--- config.mk ---
export PLATFORM = sky130hd
export DESIGN_NAME = sim_commit_monitor_flat
export DESIGN_NICKNAME = d
export VERILOG_FILES = /design/src/rtl/sim_pkg.sv /design/src/rtl/sim_commit_monitor_if.sv /design/src/rtl/sim_watchdog.sv /design/src/rtl/sim_commit_monitor.sv /design/src/flat_wrapper.sv
export SDC_FILE = /design/constraint.sdc
export NUM_CORES = 1
export LEC_CHECK = 0
export CAP_MARGIN = 10
export CORE_MARGIN = 1.5
export CORE_UTILIZATION = 35
export DETAILED_ROUTE_END_ITERATION = 16
export GPL_TIMING_DRIVEN = 0
export MAX_ROUTING_LAYER = met4
export PLACE_DENSITY_LB_ADDON = 0.08
export REMOVE_ABC_BUFFERS = 1
export SYNTH_ARGS = -nofsm -noshare
export SYNTH_HDL_FRONTEND = slang
export SYNTH_SLANG_ARGS = --single-unit
--- constraint.sdc ---
create_clock -name clock -period 4.7 [get_ports clock]
set_input_delay 0.705 -clock clock [delete_from_list [all_inputs] [get_ports clock]]
set_output_delay 0.705 -clock clock [all_outputs]
set_load 0.02 [all_outputs]
--- src/rtl/sim_pkg.sv ---
// Shared types and constants for the simulation commit monitor.
package sim_pkg;

    typedef enum logic [1:0] {
        HALT_NONE    = 2'd0,
        HALT_EBREAK  = 2'd1,
        HALT_UNKNOWN = 2'd2,
        HALT_TIMEOUT = 2'd3
    } halt_reason_e;

    typedef enum logic [1:0] {
        ST_RUN,
        ST_DRAIN,
        ST_HALTED
    } mon_state_e;

    localparam logic [31:0] EBREAK_INST_DEFAULT = 32'h0010_0073;

endpackage

--- src/rtl/sim_commit_monitor_if.sv ---
// Commit/writeback channel bundle observed by the commit monitor.
interface sim_commit_monitor_if #(
    parameter int unsigned NR_COMMIT = 1,
    parameter int unsigned XLEN      = 64
);
    logic [NR_COMMIT-1:0]      commit_valid;
    logic [NR_COMMIT*XLEN-1:0] commit_pc;
    logic [NR_COMMIT*32-1:0]   commit_inst;
    logic                      unknown_inst_flag;
    logic [XLEN-1:0]           gpr_a0;

    modport master (
        output commit_valid, commit_pc, commit_inst, unknown_inst_flag, gpr_a0
    );

    modport slave (
        input commit_valid, commit_pc, commit_inst, unknown_inst_flag, gpr_a0
    );
endinterface

--- src/rtl/sim_watchdog.sv ---
// No-commit watchdog: counts enabled cycles without a clear, pulses expire on the last one.
module sim_watchdog #(
    parameter int unsigned TIMEOUT_CYCLES = 5000
) (
    input  logic clk_i,
    input  logic rst_ni,
    input  logic en_i,
    input  logic clr_i,
    output logic expire_o
);
    localparam int unsigned CW = $clog2(TIMEOUT_CYCLES);

    logic [CW-1:0] cnt_q, cnt_d;

    always_comb begin
        cnt_d = cnt_q;
        if (en_i) begin
            cnt_d = clr_i ? '0 : cnt_q + 1'b1;
        end
    end

    always_ff @(posedge clk_i or negedge rst_ni) begin
        if (!rst_ni) begin
            cnt_q <= '0;
        end else begin
            cnt_q <= cnt_d;
        end
    end

    assign expire_o = en_i && !clr_i && (cnt_q == CW'(TIMEOUT_CYCLES - 1));
endmodule

--- src/rtl/sim_commit_monitor.sv ---
// Commit monitor: counts retired instructions and cycles, detects ebreak / unknown / timeout
// termination, latches halt information and raises done after a drain window.
module sim_commit_monitor
    import sim_pkg::*;
#(
    parameter int unsigned NR_COMMIT      = 1,
    parameter int unsigned XLEN           = 64,
    parameter int unsigned TIMEOUT_CYCLES = 5000,
    parameter int unsigned DRAIN_CYCLES   = 4,
    parameter logic [31:0] EBREAK_INST    = EBREAK_INST_DEFAULT
) (
    input  logic                  clock,
    input  logic                  reset,
    sim_commit_monitor_if.slave   cif,
    output logic                  halt,
    output logic                  done,
    output logic [1:0]            halt_reason,
    output logic [XLEN-1:0]       halt_code,
    output logic [XLEN-1:0]       halt_pc,
    output logic [63:0]           inst_count,
    output logic [63:0]           cycle_count
);
    localparam int unsigned PW = $clog2(NR_COMMIT + 1);
    localparam int unsigned DW = $clog2(DRAIN_CYCLES + 2);

    mon_state_e       state_q, state_d;
    halt_reason_e     reason_q, reason_d, event_reason;
    logic [XLEN-1:0]  last_pc_q, last_pc_d;
    logic [XLEN-1:0]  code_q, code_d;
    logic [XLEN-1:0]  hpc_q, hpc_d;
    logic [63:0]      ic_q, ic_d;
    logic [63:0]      cc_q, cc_d;
    logic [DW-1:0]    drain_q, drain_d;

    logic [PW-1:0]    n_commit;
    logic [XLEN-1:0]  pc_upd;
    logic             eb_found;
    logic             any_commit;
    logic             in_run;
    logic             wd_expire;

    assign in_run = (state_q == ST_RUN);

    // Channels past the oldest ebreak are dropped; the ebreak is then the youngest counted
    // commit, so the post-update last PC doubles as the ebreak PC.
    always_comb begin
        n_commit = '0;
        eb_found = 1'b0;
        pc_upd   = last_pc_q;
        for (int unsigned k = 0; k < NR_COMMIT; k++) begin
            if (cif.commit_valid[k] && !eb_found) begin
                n_commit = n_commit + 1'b1;
                pc_upd   = cif.commit_pc[k*XLEN +: XLEN];
                if (cif.commit_inst[k*32 +: 32] == EBREAK_INST) begin
                    eb_found = 1'b1;
                end
            end
        end
    end

    assign any_commit = (n_commit != '0);

    sim_watchdog #(
        .TIMEOUT_CYCLES(TIMEOUT_CYCLES)
    ) u_watchdog (
        .clk_i    (clock),
        .rst_ni   (reset),
        .en_i     (in_run),
        .clr_i    (any_commit),
        .expire_o (wd_expire)
    );

    always_comb begin
        event_reason = HALT_NONE;
        if (cif.unknown_inst_flag) begin
            event_reason = HALT_UNKNOWN;
        end else if (eb_found) begin
            event_reason = HALT_EBREAK;
        end else if (wd_expire) begin
            event_reason = HALT_TIMEOUT;
        end
    end

    always_comb begin
        state_d = state_q;
        unique case (state_q)
            ST_RUN:    if (event_reason != HALT_NONE) state_d = ST_DRAIN;
            ST_DRAIN:  if (drain_q == DW'(DRAIN_CYCLES)) state_d = ST_HALTED;
            ST_HALTED: state_d = ST_HALTED;
            default:   state_d = ST_RUN;
        endcase
    end

    always_comb begin
        ic_d      = ic_q;
        cc_d      = cc_q;
        last_pc_d = last_pc_q;
        drain_d   = drain_q;
        reason_d  = reason_q;
        code_d    = code_q;
        hpc_d     = hpc_q;
        if (state_q != ST_HALTED) begin
            cc_d = cc_q + 64'd1;
        end
        if (state_q == ST_DRAIN) begin
            drain_d = drain_q + 1'b1;
        end
        if (in_run) begin
            ic_d      = ic_q + 64'(n_commit);
            last_pc_d = pc_upd;
            if (event_reason != HALT_NONE) begin
                reason_d = event_reason;
                code_d   = (event_reason == HALT_EBREAK) ? cif.gpr_a0 : '0;
                hpc_d    = pc_upd;
            end
        end
    end

    always_ff @(posedge clock or negedge reset) begin
        if (!reset) begin
            state_q   <= ST_RUN;
            reason_q  <= HALT_NONE;
            last_pc_q <= '0;
            code_q    <= '0;
            hpc_q     <= '0;
            ic_q      <= '0;
            cc_q      <= '0;
            drain_q   <= '0;
        end else begin
            state_q   <= state_d;
            reason_q  <= reason_d;
            last_pc_q <= last_pc_d;
            code_q    <= code_d;
            hpc_q     <= hpc_d;
            ic_q      <= ic_d;
            cc_q      <= cc_d;
            drain_q   <= drain_d;
        end
    end

    always_comb begin
        halt        = (state_q != ST_RUN);
        done        = (state_q == ST_HALTED);
        halt_reason = reason_q;
        halt_code   = code_q;
        halt_pc     = hpc_q;
        inst_count  = ic_q;
        cycle_count = cc_q;
    end
endmodule

--- src/flat_wrapper.sv ---
// flat-port wrapper written by rule: the top's interface ports become plain ports
module sim_commit_monitor_flat import sim_pkg::*;
#(
    parameter int unsigned NR_COMMIT      = 1,
    parameter int unsigned XLEN           = 64,
    parameter int unsigned TIMEOUT_CYCLES = 5000,
    parameter int unsigned DRAIN_CYCLES   = 4,
    parameter logic [31:0] EBREAK_INST    = EBREAK_INST_DEFAULT
)
  (clock, reset, halt, done, halt_reason, halt_code, halt_pc, inst_count, cycle_count, cif_commit_valid, cif_commit_pc, cif_commit_inst, cif_unknown_inst_flag, cif_gpr_a0);
  sim_commit_monitor_if #(.NR_COMMIT(NR_COMMIT), .XLEN(XLEN)) cif_i ();
  input  logic clock;
  input  logic reset;
  output logic halt;
  output logic done;
  output logic [1:0] halt_reason;
  output logic [XLEN-1:0] halt_code;
  output logic [XLEN-1:0] halt_pc;
  output logic [63:0] inst_count;
  output logic [63:0] cycle_count;
  input wire logic [$bits(cif_i.commit_valid)-1:0] cif_commit_valid;
  input wire logic [$bits(cif_i.commit_pc)-1:0] cif_commit_pc;
  input wire logic [$bits(cif_i.commit_inst)-1:0] cif_commit_inst;
  input wire logic [$bits(cif_i.unknown_inst_flag)-1:0] cif_unknown_inst_flag;
  input wire logic [$bits(cif_i.gpr_a0)-1:0] cif_gpr_a0;
  assign cif_i.commit_valid = cif_commit_valid;
  assign cif_i.commit_pc = cif_commit_pc;
  assign cif_i.commit_inst = cif_commit_inst;
  assign cif_i.unknown_inst_flag = cif_unknown_inst_flag;
  assign cif_i.gpr_a0 = cif_gpr_a0;
  sim_commit_monitor #(.NR_COMMIT(NR_COMMIT), .XLEN(XLEN), .TIMEOUT_CYCLES(TIMEOUT_CYCLES), .DRAIN_CYCLES(DRAIN_CYCLES), .EBREAK_INST(EBREAK_INST)) u_core (.clock(clock), .reset(reset), .cif(cif_i), .halt(halt), .done(done), .halt_reason(halt_reason), .halt_code(halt_code), .halt_pc(halt_pc), .inst_count(inst_count), .cycle_count(cycle_count));
endmodule
# --- Word-level counts from Yosys, hierarchy flattened ---
# Cells that the tools add are included.
word_totals:
  word_cells: 42
  out_inout_bits: 260
  reg_bits: 340
  inputBits: 164
classes:
  n_mux: 12
  eq_ne: 9
  n_reduce_logical: 8
  add_sub_neg: 4
op_table:
  columns: ["operator", "count"]
  rows:
  - ["64-bit 2-to-1 mux", 2]
  - ["64-bit by 1-bit adder with 64-bit output", 1]
  - ["64-bit by 1-bit adder with 64-bit output (second input constant)", 1]
  - ["32-bit by 21-bit equality test with 1-bit output (second input constant)", 1]
  - ["13-bit by 1-bit adder with 13-bit output (second input constant)", 1]
  - ["13-bit equality test (second input constant)", 1]
  - ["13-bit 2-to-1 mux", 1]
  - ["2-bit 2-to-1 mux", 5]
  - ["2-bit one-hot mux with 3 select lines", 1]
  - ["2-bit by 1-bit equality test with 1-bit output (second input constant)", 2]
  - ["2-bit by 1-bit inequality test with 1-bit output (second input constant)", 2]
  - ["2-bit AND reduction", 2]
  - ["2-bit nonzero test", 2]
  - ["3-bit by 1-bit adder with 3-bit output (second input constant)", 1]
  - ["3-bit equality test (second input constant)", 1]
  - ["1-bit 2-to-1 mux", 3]
  - ["2-bit equality test (second input constant)", 1]
  - ["1-bit logical AND", 2]
  - ["2-bit zero test", 1]
  - ["2-bit inequality test (second input constant)", 1]
  - ["1-bit zero test", 1]

# --- Depth between registers and ports, before layout ---
# Gate-level depths: netlist of the first run.
depth:
  depth_word: 10
  ltp_mapped: 8
  depth_no_buf: 7

# --- By module ---
# A second synthesis of the first run with hierarchy kept.
hier_totals:
  cells_unflattened: 1141
  area_unflattened_um2: 15110.7
modules_own_cells:
  columns: ["module", "instances", "cells_per_inst", "area_per_inst_um2", "seq_area_each_um2"]
  rows:
  - ["sim_commit_monitor", 1, 1055, 14336.2, 8182.8]
  - ["sim_watchdog", 1, 86, 774.5, 325.3]

# --- Worst setup path after synthesis of the first run ---
# OpenSTA, ideal clock, no wires.
synth_path:
  path_type: "input port to flip-flop"
  from: "in cif_commit_valid"
  to: "reg u_core.hpc_q[10] (netlist: u_core.halt_pc[10])"
  path_buffers: 3
  setup_time_ps: 125
  required_time_ps: 4575
  path_stages: 8
  path_slack_ps: 2239
  arrival_time_ps: 2335
  path_cell_list: "buf_2 and4b_1 nand4_1 or3_1 a31o_1 buf_6 buf_6 mux2_4"
synth_via:
  elab_chain_cells: 9
  elab_cells_between_ends: 11
  classes_between: "mux: 6; reduce/logical: 5"
synth_lines:
  columns: ["item", "line", "text"]
  rows:
  - ["start: declaration", "flat_wrapper.sv:21", "input wire logic [$bits(cif_i.commit_valid)-1:0] cif_commit_valid;"]
  - ["1-bit 2-to-1 mux", "sim_commit_monitor.sv:51", "if (cif.commit_valid[k] && !eb_found) begin"]
  - ["1-bit zero test", "sim_watchdog.sv:30", "assign expire_o = en_i && !clr_i && (cnt_q == CW'(TIMEOUT_CYCLES - 1));"]
  - ["1-bit logical AND (2 in a row)", "sim_watchdog.sv:30", null]
  - ["2-bit 2-to-1 mux", "sim_commit_monitor.sv:79", "end else if (wd_expire) begin"]
  - ["2-bit 2-to-1 mux", "sim_commit_monitor.sv:77", "end else if (eb_found) begin"]
  - ["2-bit 2-to-1 mux", "sim_commit_monitor.sv:75", "if (cif.unknown_inst_flag) begin"]
  - ["2-bit nonzero test", "sim_commit_monitor.sv:111", "if (event_reason != HALT_NONE) begin"]
  - ["2-bit AND reduction (no source line)", null, null]
  - ["end signal: assignment", "sim_commit_monitor.sv:134", "hpc_q <= hpc_d;"]
  - ["end: declaration", "sim_commit_monitor.sv:30", "logic [XLEN-1:0] hpc_q, hpc_d;"]
# Parallel ways exist; a longest one is shown, timed or not.
# A chain may end at the register's enable or synchronous reset.

# --- Final worst setup path of the first run ---
layout_path:
  from: "reg u_core.state_q[0]"
  to: "out halt"
layout_via:
  elab_chain_cells: 1
layout_lines:
  columns: ["item", "line", "text"]
  rows:
  - ["start: declaration", "sim_commit_monitor.sv:26", "mon_state_e state_q, state_d;"]
  - ["start signal: assignment", "sim_commit_monitor.sv:130", "state_q <= state_d;"]
  - ["2-bit nonzero test", "sim_commit_monitor.sv:142", "halt = (state_q != ST_RUN);"]
  - ["end: declaration", "flat_wrapper.sv:14", "output logic halt;"]
# Every way passes these cells.

==> impl_metrics.toml, run 1 <==
[status]
status = "complete, no violations"

[global_route]
grt_max_degree = 110
grt_pass1_vias = 11200
overflow = 0
antenna_found_initial = 6
grtUsageTotal = 0.193
grt_pass1_wl_mm = 65.3

[sta]
slew_viol_final = 0
period_needed_ns = 3.57
setup_viol_count_final = 0
relSlewSlack = 0.390
rsz0062_at_grt = "no"
fin_hold_ws_ns = 0.0715
worst_pin_slew_ns = 0.907
fin_crit_sh = 0.760
fmax_mhz = 280
skew_ns = 0.00989
setup_slack_ns = 1.13
hold_violations = 0

[synth]
ys_warn_count = 0
synth_seq_cells = 340
synth_xor_area_frac = 0.0735
synthCells = 1189
synth-simple-area-share = 0.118
ys_seq_area_frac = 0.562
synth_top_area_share = 0.562
syn_avg_cell_area_um2 = 12.7
synth_area_leader_cell = "dfrtp_1"
yosys.area_share.adder = 0.00827
synth.area.mux_share = 0.166
synthTopCellsByArea = "dfrtp_1, mux2_2, mux2_4, a22o_1, xnor2_1"
synth-compound-area-share = 0.0492
synth_top_family_by_area = "multiplexers"
syn_area_um2 = 15100
ys_types = 43

[worst_setup_path]
start_kind = "flop"
arrival_ns = 2.87
end_kind = "output port"
cp_max_fo = 25
path_class = "reg2out"
critical_path.max_stage_delay_ns = 0.82
slowest_stage = "clkdlybuf4s50_1"
worstPathCellList = "inv_1 -> ha_1 -> inv_1 -> clkdlybuf4s50_1"
critPathMostFrequentCell = "inv_1"
worstPathRequired_ns = 3.99

[route]
drtIter0Drc = 437
ant_nets = 0
wl_mm = 41.4
viasPerCell = 4.88
dr.pass1.iters = 4
routed-via-count = 10900
drc = 0
wire_per_inst_um = 18.6

[clock_tree]
cts-root-buf = "clkbuf_16"
hold_buffers = 0
cts.repair.resized = 0
htree_levels = 2
cts.sinks = 340
cts_tree = "done"
clk_path_buf_depth = 3
clk_pin_slew_worst_paths_ns = 0.06
cts_buffers = 40
clkLatencyLatePin_ns = 0.55
post_cts_buffers = 0

[power_and_ir_drop]
static-leakage-power_nw = 9.25
power_per_cell_area_nw_per_um2 = 484
irDropWorstVdd_mv = 0.480

[placed_design]
gp_congestion = 0.872
numPortBuffers = 423
hpwl_mm = 29.3
placed_area_um2 = 20100
post-place-ws_ns = 0.865
place_inst = 2151

[die]
rows = 75
start_util = 0.358
die_area_um2 = 44500
dieWidth_um = 211
io_pins = 424
die_h_um = 211
core_area_um2 = 42300

[flow_run]
cap_violations = 0

[final_layout]
post-route-util = 0.504
syn_to_final_growth_pct = 41.1
final_cell_area_um2 = 21300
nets = 1790
fin_cells = 2224
drive_above_1_share = 0.168
fill_cells = 3787

[min_path]
hold_class = "in2async"
[stage by stage]
stage | total power [mW] | TNS [ns]
floorplan | 6.08 | -59.69
global placement | 7.48 | -5620.99
detailed placement | 7.44 | 0
CTS | 10.5 | 0
global route | 10.9 | 0
finish | 10.3 | 0
[power breakdown]
part           switching (mW)  leakage (nW)  internal, mW  total [mW]
logic                    1.44          4.24          1.83        3.27
clock network            1.22         0.616          1.75        2.97
registers               0.459          4.40          3.64        4.10
total                    3.11          9.25          7.22        10.3
[worst paths after layout]
check | slack [ns] | startpoint | endpoint | cells past startpoint
worst max-delay path | 1.13 | u_core.state_q[0] | halt | 4
worst min-delay path | 0.07 | reset | u_core.inst_count[21] | 1
worst max register to register | 1.59 | u_core.state_q[0] | u_core.halt_pc[3] | 7
worst min register to register | 0.47 | u_core.inst_count[63] | u_core.inst_count[63] | 1
max in group asynchronous | 3.32 | reset | u_core.halt_pc[19] | 3
min in group clock | 0.47 | u_core.inst_count[63] | u_core.inst_count[63] | 1
[Yosys cell counts]
master and n:
dfrtp_1 340, mux2_2 142, a22o_1 65, nand2_1 65, xnor2_1 64, xor2_1 63
nor2_1 58, mux2_4 56, nand3_1 56, nand4_1 49, nor3_1 38, nor4_1 30
clkbuf_1 26, inv_1 26, and3_1 17, ha_1 10, buf_2 9, o2bb2ai_1 9
and4_1 8, buf_6 7, mux2i_1 7, buf_1 6, nor4b_1 5, and2_1 4
a21oi_1 3, nor2b_1 3, o21ai_0 3, a31oi_1 2, nor3_2 2, o22ai_1 2
or3_1 2, a21o_1 1, a22oi_1 1, a2bb2oi_1 1, a31o_1 1, and3b_1 1
and4b_1 1, nand2b_1 1, nand3b_1 1, nand4b_2 1, nor4_2 1, o31a_1 1
or4_1 1
[flip-flops by register name, summed over array words and instances, names as in the netlist]
name,cells
u_core.state_q,2
u_core.halt_code,64
u_core.last_pc_q,64
u_core.cycle_count,64
u_core.drain_q,3
u_core.halt_pc,64
u_core.u_watchdog.cnt_q,13
u_core.inst_count,64
u_core.halt_reason,2
[metal layers]
metal,part of all wire,GRT usage,up-vias
li1,-,-,5137
met4,0.025,0.0631,0
met3,0.071,0.0590,68
met2,0.46,0.295,256
met1,0.44,0.244,5403
met5,0,-,-
[worst max-delay path: cells and delay by family, from the launching register on]
family | cells | cell delay [ns]
flops | 1 | 0.37
buf+inv | 3 | 1.55
fa+ha+maj | 1 | 0.40
[area by class of cell]
cell class	count	area (µm²)	area share
clock inverters	10	75.1	0.00352
inverters	26	97.6	0.00457
repair buffers	433	4470	0.209
diodes	6	15.0	0.000703
multi-input cells	775	6310	0.295
well taps	577	722	0.0338
flip-flops and latches	340	8510	0.399
clock buffers	57	1160	0.0542
[layout by cell type, fill, tap and decap left out, drive strengths merged, types with 4 or more instances in the layout]
cell type        n
clkdlybuf4s50  421
dfrtp          340
mux2           198
a22o            65
nand2           65
xnor2           64
xor2            63
nor2            58
clkbuf          57
nand3           56
nand4           49
nor3            40
nor4            31
inv             26
and3            17
buf             12
ha              10
o2bb2ai          9
clkinv           9
and4             8
mux2i            7
diode            6
nor4b            5
and2             4
[cells by family (layout without fill, tap and decap cells)]
kind of cell,after synthesis,count (layout)
AO/OA/AOI/OAI,89,89
XOR/XNOR,127,127
adder cells (fa/ha/maj),10,10
buffers and inverters,74,526
flip-flops,340,340
multiplexers,205,205
other,0,6
AND/OR/NAND/NOR,344,344
Power figures use the tool's default switching activity.
==> run 2: changes to the inputs <==
Clock period 4.7 ns to 3.7 ns, I/O delays scaled along.
==> run 2 against run 1 <==
  * Sequential power increased by 27%
  * Wire length about the same
  * Power rose by 27%
  * Via count about the same
  * Largest power group unchanged
==> impl_metrics.toml, run 2 (synthesized netlist as in run 1, its figures left out) <==
[min_path]
hold_class = "reg2reg"
min_to = "u_core.inst_count[63]"
holdPathStages = 1
hp-start = "u_core.inst_count[63]"

[sta]
setup_viol_count_final = 0
relSlewSlack = 0.390
worst_pin_slew_ns = 0.907
fmax_mhz = 292
rsz0062_at_grt = "no"
period_needed_ns = 3.42
slew_viol_final = 0
skew_ns = 0.0101
fin_crit_sh = 0.924
hold_violations = 0
setup_tns_ns = 0
setup_slack_ns = 0.281

[power_and_ir_drop]
static-leakage-power_nw = 9.26
power_per_cell_area_nw_per_um2 = 615
irDropWorstVdd_mv = 0.610

[flow_run]
cap_violations = 0

[die]
die_area_um2 = 44500
core_area_um2 = 42300
die_h_um = 211
rows = 75
start_util = 0.358
dieWidth_um = 211
io_pins = 424

[route]
ant_nets = 0
wl_mm = 41.3
routed-via-count = 10900
wire_per_inst_um = 18.6
dr.pass1.iters = 4
viasPerCell = 4.88
drtIter0Drc = 457
drc = 0

[clock_tree]
clkLatencyLatePin_ns = 0.55
post_cts_buffers = 0
cts_buffers = 40
cts.sinks = 340
cts.repair.resized = 0
htree_levels = 2
clk_path_buf_depth = 3
cts_tree = "done"
clk_pin_slew_worst_paths_ns = 0.05
cts-root-buf = "clkbuf_16"

[worst_setup_path]
start_kind = "flop"
regToRegEndpoint = "u_core.halt_pc[3]"
rr_worst_depth = 7
path_class = "reg2out"
reg2reg_slack_ns = 0.60
cp_top_family = "buffers and inverters"
end_kind = "output port"
cp_max_fo = 25
critPathMostFrequentCell = "inv_1"
rr_startpoint = "u_core.state_q[0]"
cp_num_buf_inv = 3
worstPathCellList = "inv_1 -> ha_1 -> inv_1 -> clkdlybuf4s50_1"
worstPathRequired_ns = 3.14
critical_path.max_stage_delay_ns = 0.82
slowest_stage = "clkdlybuf4s50_1"
arrival_ns = 2.86

[final_layout]
syn_to_final_growth_pct = 41.2
final_cell_mix = "clkdlybuf4s50_1, dfrtp_1, mux2_2"
drive_above_1_share = 0.168
nets = 1791
post-route-util = 0.505
mostFrequentLayoutCell = "clkdlybuf4s50_1"
fill_cells = 3786
regArea_um2 = 8510
multi_input_area_um2 = 6310

[placed_design]
gp_congestion = 0.872
hpwl_mm = 29.3
numPortBuffers = 423
post-place-ws_ns = 0.0151

[global_route]
overflow = 0
grt_max_degree = 110
grtUsageTotal = 0.193
grt_pass1_vias = 11200
antenna_found_initial = 6
grt_pass1_wl_mm = 65.4

[status]
status = "complete, no violations"
## run 2: changes by cell type in the layout (fill, tap and decap cells not counted), sizes merged
cell / change
dlygate4sd3: +1
## run 2: report_power, final
| group | internal (mW) | switching, mW |
|---|---|---|
| Clock | 2.23 | 1.54 |
| Sequential | 4.62 | 0.583 |
| Combinational | 2.33 | 1.82 |
| Total | 9.18 | 3.95 |
## run 2: worst max path at each step
| stage | from | end | slack (ns) | cells past startpoint |
|---|---|---|---|---|
| floorplan | u_core.state_q[0] | u_core.halt_pc[0] | -1.56 | 5 |
| CTS | u_core.state_q[0] | halt | 0.19 | 4 |
| finish | u_core.state_q[0] | halt | 0.28 | 4 |
| global route | u_core.state_q[0] | halt | 0.07 | 4 |
| global placement | reset | u_core.last_pc_q[11] | -13.95 | 1 |
| detailed placement | cif_commit_valid | u_core.inst_count[52] | 0.02 | 9 |
## run 2: timing repair
action / CTS / global route
hold buffers: 1 / 0
endpoints found under the hold margin: 53 / 0
setup endpoints to repair: 0 / 0
## run 2: through the flow
stage               hold slack (ns)  cells  power, mW  area (µm²)
floorplan                     0.259   1141       7.72       14900
finish                        0.468   2225       13.1       21400
detailed placement            0.463   2151       9.45       20100
global route                  0.501   2225       13.8       21400
global placement              0.460   2141       9.51       19800
CTS                           0.470   2219       13.3       21300
## run 2: metal layers
metal  track usage  up-vias  routed length [µm]
met1         0.244     5401               18200
met2         0.295      252               19100
li1              -     5139                   -
met4        0.0631        0                1040
met5             -        -                   0
met3        0.0590       68                2930
## run 2: worst register-to-register path, delay by kind of cell, from the launching register on
| kind | cells | cell delay (ns) |
|---|---|---|
| mux | 1 | 0.39 |
| flops | 1 | 0.37 |
| fa+ha+maj | 1 | 0.40 |
| compound gates | 1 | 0.52 |
| buf+inv | 4 | 1.31 |
## run 2: layout make-up
type,instances,share of cell area
multi-input cells,775,0.295
clock buffers,57,0.0541
well taps,577,0.0338
flip-flops and latches,340,0.398
repair buffers,434,0.210
inverters,26,0.00457
diodes,6,0.000703
clock inverters,10,0.00351
==> run 3: changes to the inputs <==
Settings changed: ABC_AREA set to 1, CORE_UTILIZATION 35 to 30, SETUP_SLACK_MARGIN set to 0.1.
==> run 3 against run 2 <==
  * Register-to-register slack lost 0.23 ns
  * Sequential cell count unchanged
  * Non-clock buffer count grew 2
  * Sequential power shrank 4.2%
  * Clock skew up 0.0044 ns
  * Final cell count increased by 43%
  * Global-route usage up 1.1 points
  * Critical path depth decreased by 1
  * First-iteration DRC count is 91% higher
  * Worst setup slack improved by 0.041 ns
==> impl_metrics.toml, run 3 <==
[status]
status = "complete, no violations"

[synth]
synth_top_area_share = 0.513
ys_types = 37
ys_seq_area_frac = 0.513
async_flop_share = 1.00
synth_most_common_cell = "nand2_1"
synth_edf_count = 0
synth_seq_cells = 340
ys_warn_count = 0
synth_area_leader_cell = "dfrtp_1"
synthFlopType = "dfrtp_1"
yosys-top-cells-count = "nand2_1, dfrtp_1, nor2_1"
synthTopCellsByArea = "dfrtp_1, nand2_1, nor2_1, nand3_1, mux2i_1"
syn_area_um2 = 16600
syn_avg_cell_area_um2 = 8.16
synthCells = 2033

[sta]
fin_crit_sh = 0.913
rsz0062_at_grt = "no"
setup_slack_ns = 0.322
skew_ns = 0.0144
period_needed_ns = 3.38
fmax_mhz = 296
worst_pin_slew_ns = 1.14
fin_hold_ws_ns = 0.395
relSlewSlack = 0.243
hold_violations = 0
setup_tns_ns = 0
setup_viol_count_final = 0
slew_viol_final = 0

[clock_tree]
clkLatencyLatePin_ns = 0.58
cts_tree = "done"
cts.sinks = 340
cts_buffers = 42
clk_pin_slew_worst_paths_ns = 0.06
clk_path_buf_depth = 3
post_cts_buffers = 0
htree_levels = 2
cts-root-buf = "clkbuf_16"

[global_route]
overflow = 0
grt_pass1_vias = 14800
grtUsageTotal = 0.204
grt_pass1_wl_mm = 87.6
antenna_found_initial = 11
grt_max_degree = 167

[die]
die_h_um = 238
start_util = 0.302
rows = 86
io_pins = 424
core_area_um2 = 54900
dieWidth_um = 238
die_area_um2 = 56700

[placed_design]
numPortBuffers = 423
post-place-ws_ns = -0.00522
gp_congestion = 0.885
hpwl_mm = 41.1
place_inst = 3101
placed_area_um2 = 21700

[route]
wire_per_inst_um = 17.9
drc = 0
routed-via-count = 15000
drtIter0Drc = 872
viasPerCell = 4.69
ant_nets = 0
wl_mm = 57.0
dr.pass1.iters = 7

[worst_setup_path]
arrival_ns = 2.82
end_kind = "output port"
critical_path.max_stage_delay_ns = 0.92
cp_max_fo = 21
cp_top_family = "adder cells"
path_class = "reg2out"
start_kind = "flop"
slowest_stage = "ha_1"
worstPathRequired_ns = 3.14
worstPathCellList = "inv_1 -> ha_1 -> clkdlybuf4s50_1"
cp_num_buf_inv = 2

[power_and_ir_drop]
intPower_mw = 8.70
swShare = 0.347
switchingPower_mw = 4.63
pwr-share-comb = 0.301
power_per_cell_area_nw_per_um2 = 574
static-leakage-power_nw = 10.1
irDropWorstVdd_mv = 0.377
total_power_mw = 13.3
seq_power_share = 0.373
clockPowerShare = 0.325

[final_layout]
mostFrequentLayoutCell = "nand2_1"
syn_to_final_growth_pct = 39.8
drive_above_1_share = 0.0424
final_cell_area_um2 = 23200
nets = 2618
final_cell_mix = "nand2_1, clkdlybuf4s50_1, dfrtp_1"
fin_cells = 3192
post-route-util = 0.423

[flow_run]
cap_violations = 0

[min_path]
hold_class = "in2async"
[run 3: changes by cell type after synthesis, sizes merged, moves of 28 or more]
cell   delta
nand2   +534
inv     +132
mux2    -198
nor2    +187
a22o     -64
o21ai   +218
nand3    +93
nor4     -28
mux2i    +57
[run 3: metal layers]
metal,vias to the layer above,global-route usage,part of all wire
li1,7417,-,-
met1,7101,0.262,0.45
met2,378,0.321,0.47
met3,85,0.0389,0.050
met4,0,0.0736,0.027
met5,-,-,0
[run 3: cells by family after synthesis]
kind of cell | after synthesis | synth area share
flip-flops | 340 | 0.513
AO/OA/AOI/OAI | 229 | 0.0697
multiplexers | 64 | 0.0386
buffers and inverters | 229 | 0.0565
AND/OR/NAND/NOR | 1072 | 0.268
XOR/XNOR | 89 | 0.0470
adder cells (fa/ha/maj) | 10 | 0.00754
[run 3: area by class of cell]
type                       count  area, µm²
timing repair buffer         436       4550
multi-input combinational   1465       7190
clock inverter                18        236
antenna                       11       27.5
tap                          704        881
clock buffer                  59       1200
sequential                   340       8510
fill                        5570      31700
inverter                     159        604
[run 3: power by group through the flow]
stage	Clock, mW	Combinational (mW)	Sequential (mW)
final	4.34	4.02	4.98
after global routing	4.62	4.42	5.07
after CTS	4.49	4.04	4.98
after detailed placement	0	4.02	5.03
after global placement	0	3.93	5.03
after floorplan	0	1.59	5.45
[run 3: path summary, 6_finish.rpt]
| kind | slack, ns | cells past startpoint | from | endpoint |
|---|---|---|---|---|
| max | 0.32 | 3 | u_core.state_q[0] | done |
| min | 0.40 | 2 | reset | u_core.cycle_count[56] |
| max reg2reg | 0.37 | 15 | u_core.state_q[0] | u_core.halt_code[36] |
| min reg2reg | 0.48 | 2 | u_core.last_pc_q[33] | u_core.last_pc_q[33] |
| max in group asynchronous | 1.92 | 4 | reset | u_core.halt_pc[63] |
| min in group clock | 0.48 | 2 | u_core.last_pc_q[33] | u_core.last_pc_q[33] |
[run 3: timing repair]
item,in CTS,in global routing
setup endpoints to repair,48,48
hold buffers,1,0
gates cloned,0,2
endpoints found under the hold margin,13,0
pin swaps,0,1
resized for setup,1,1
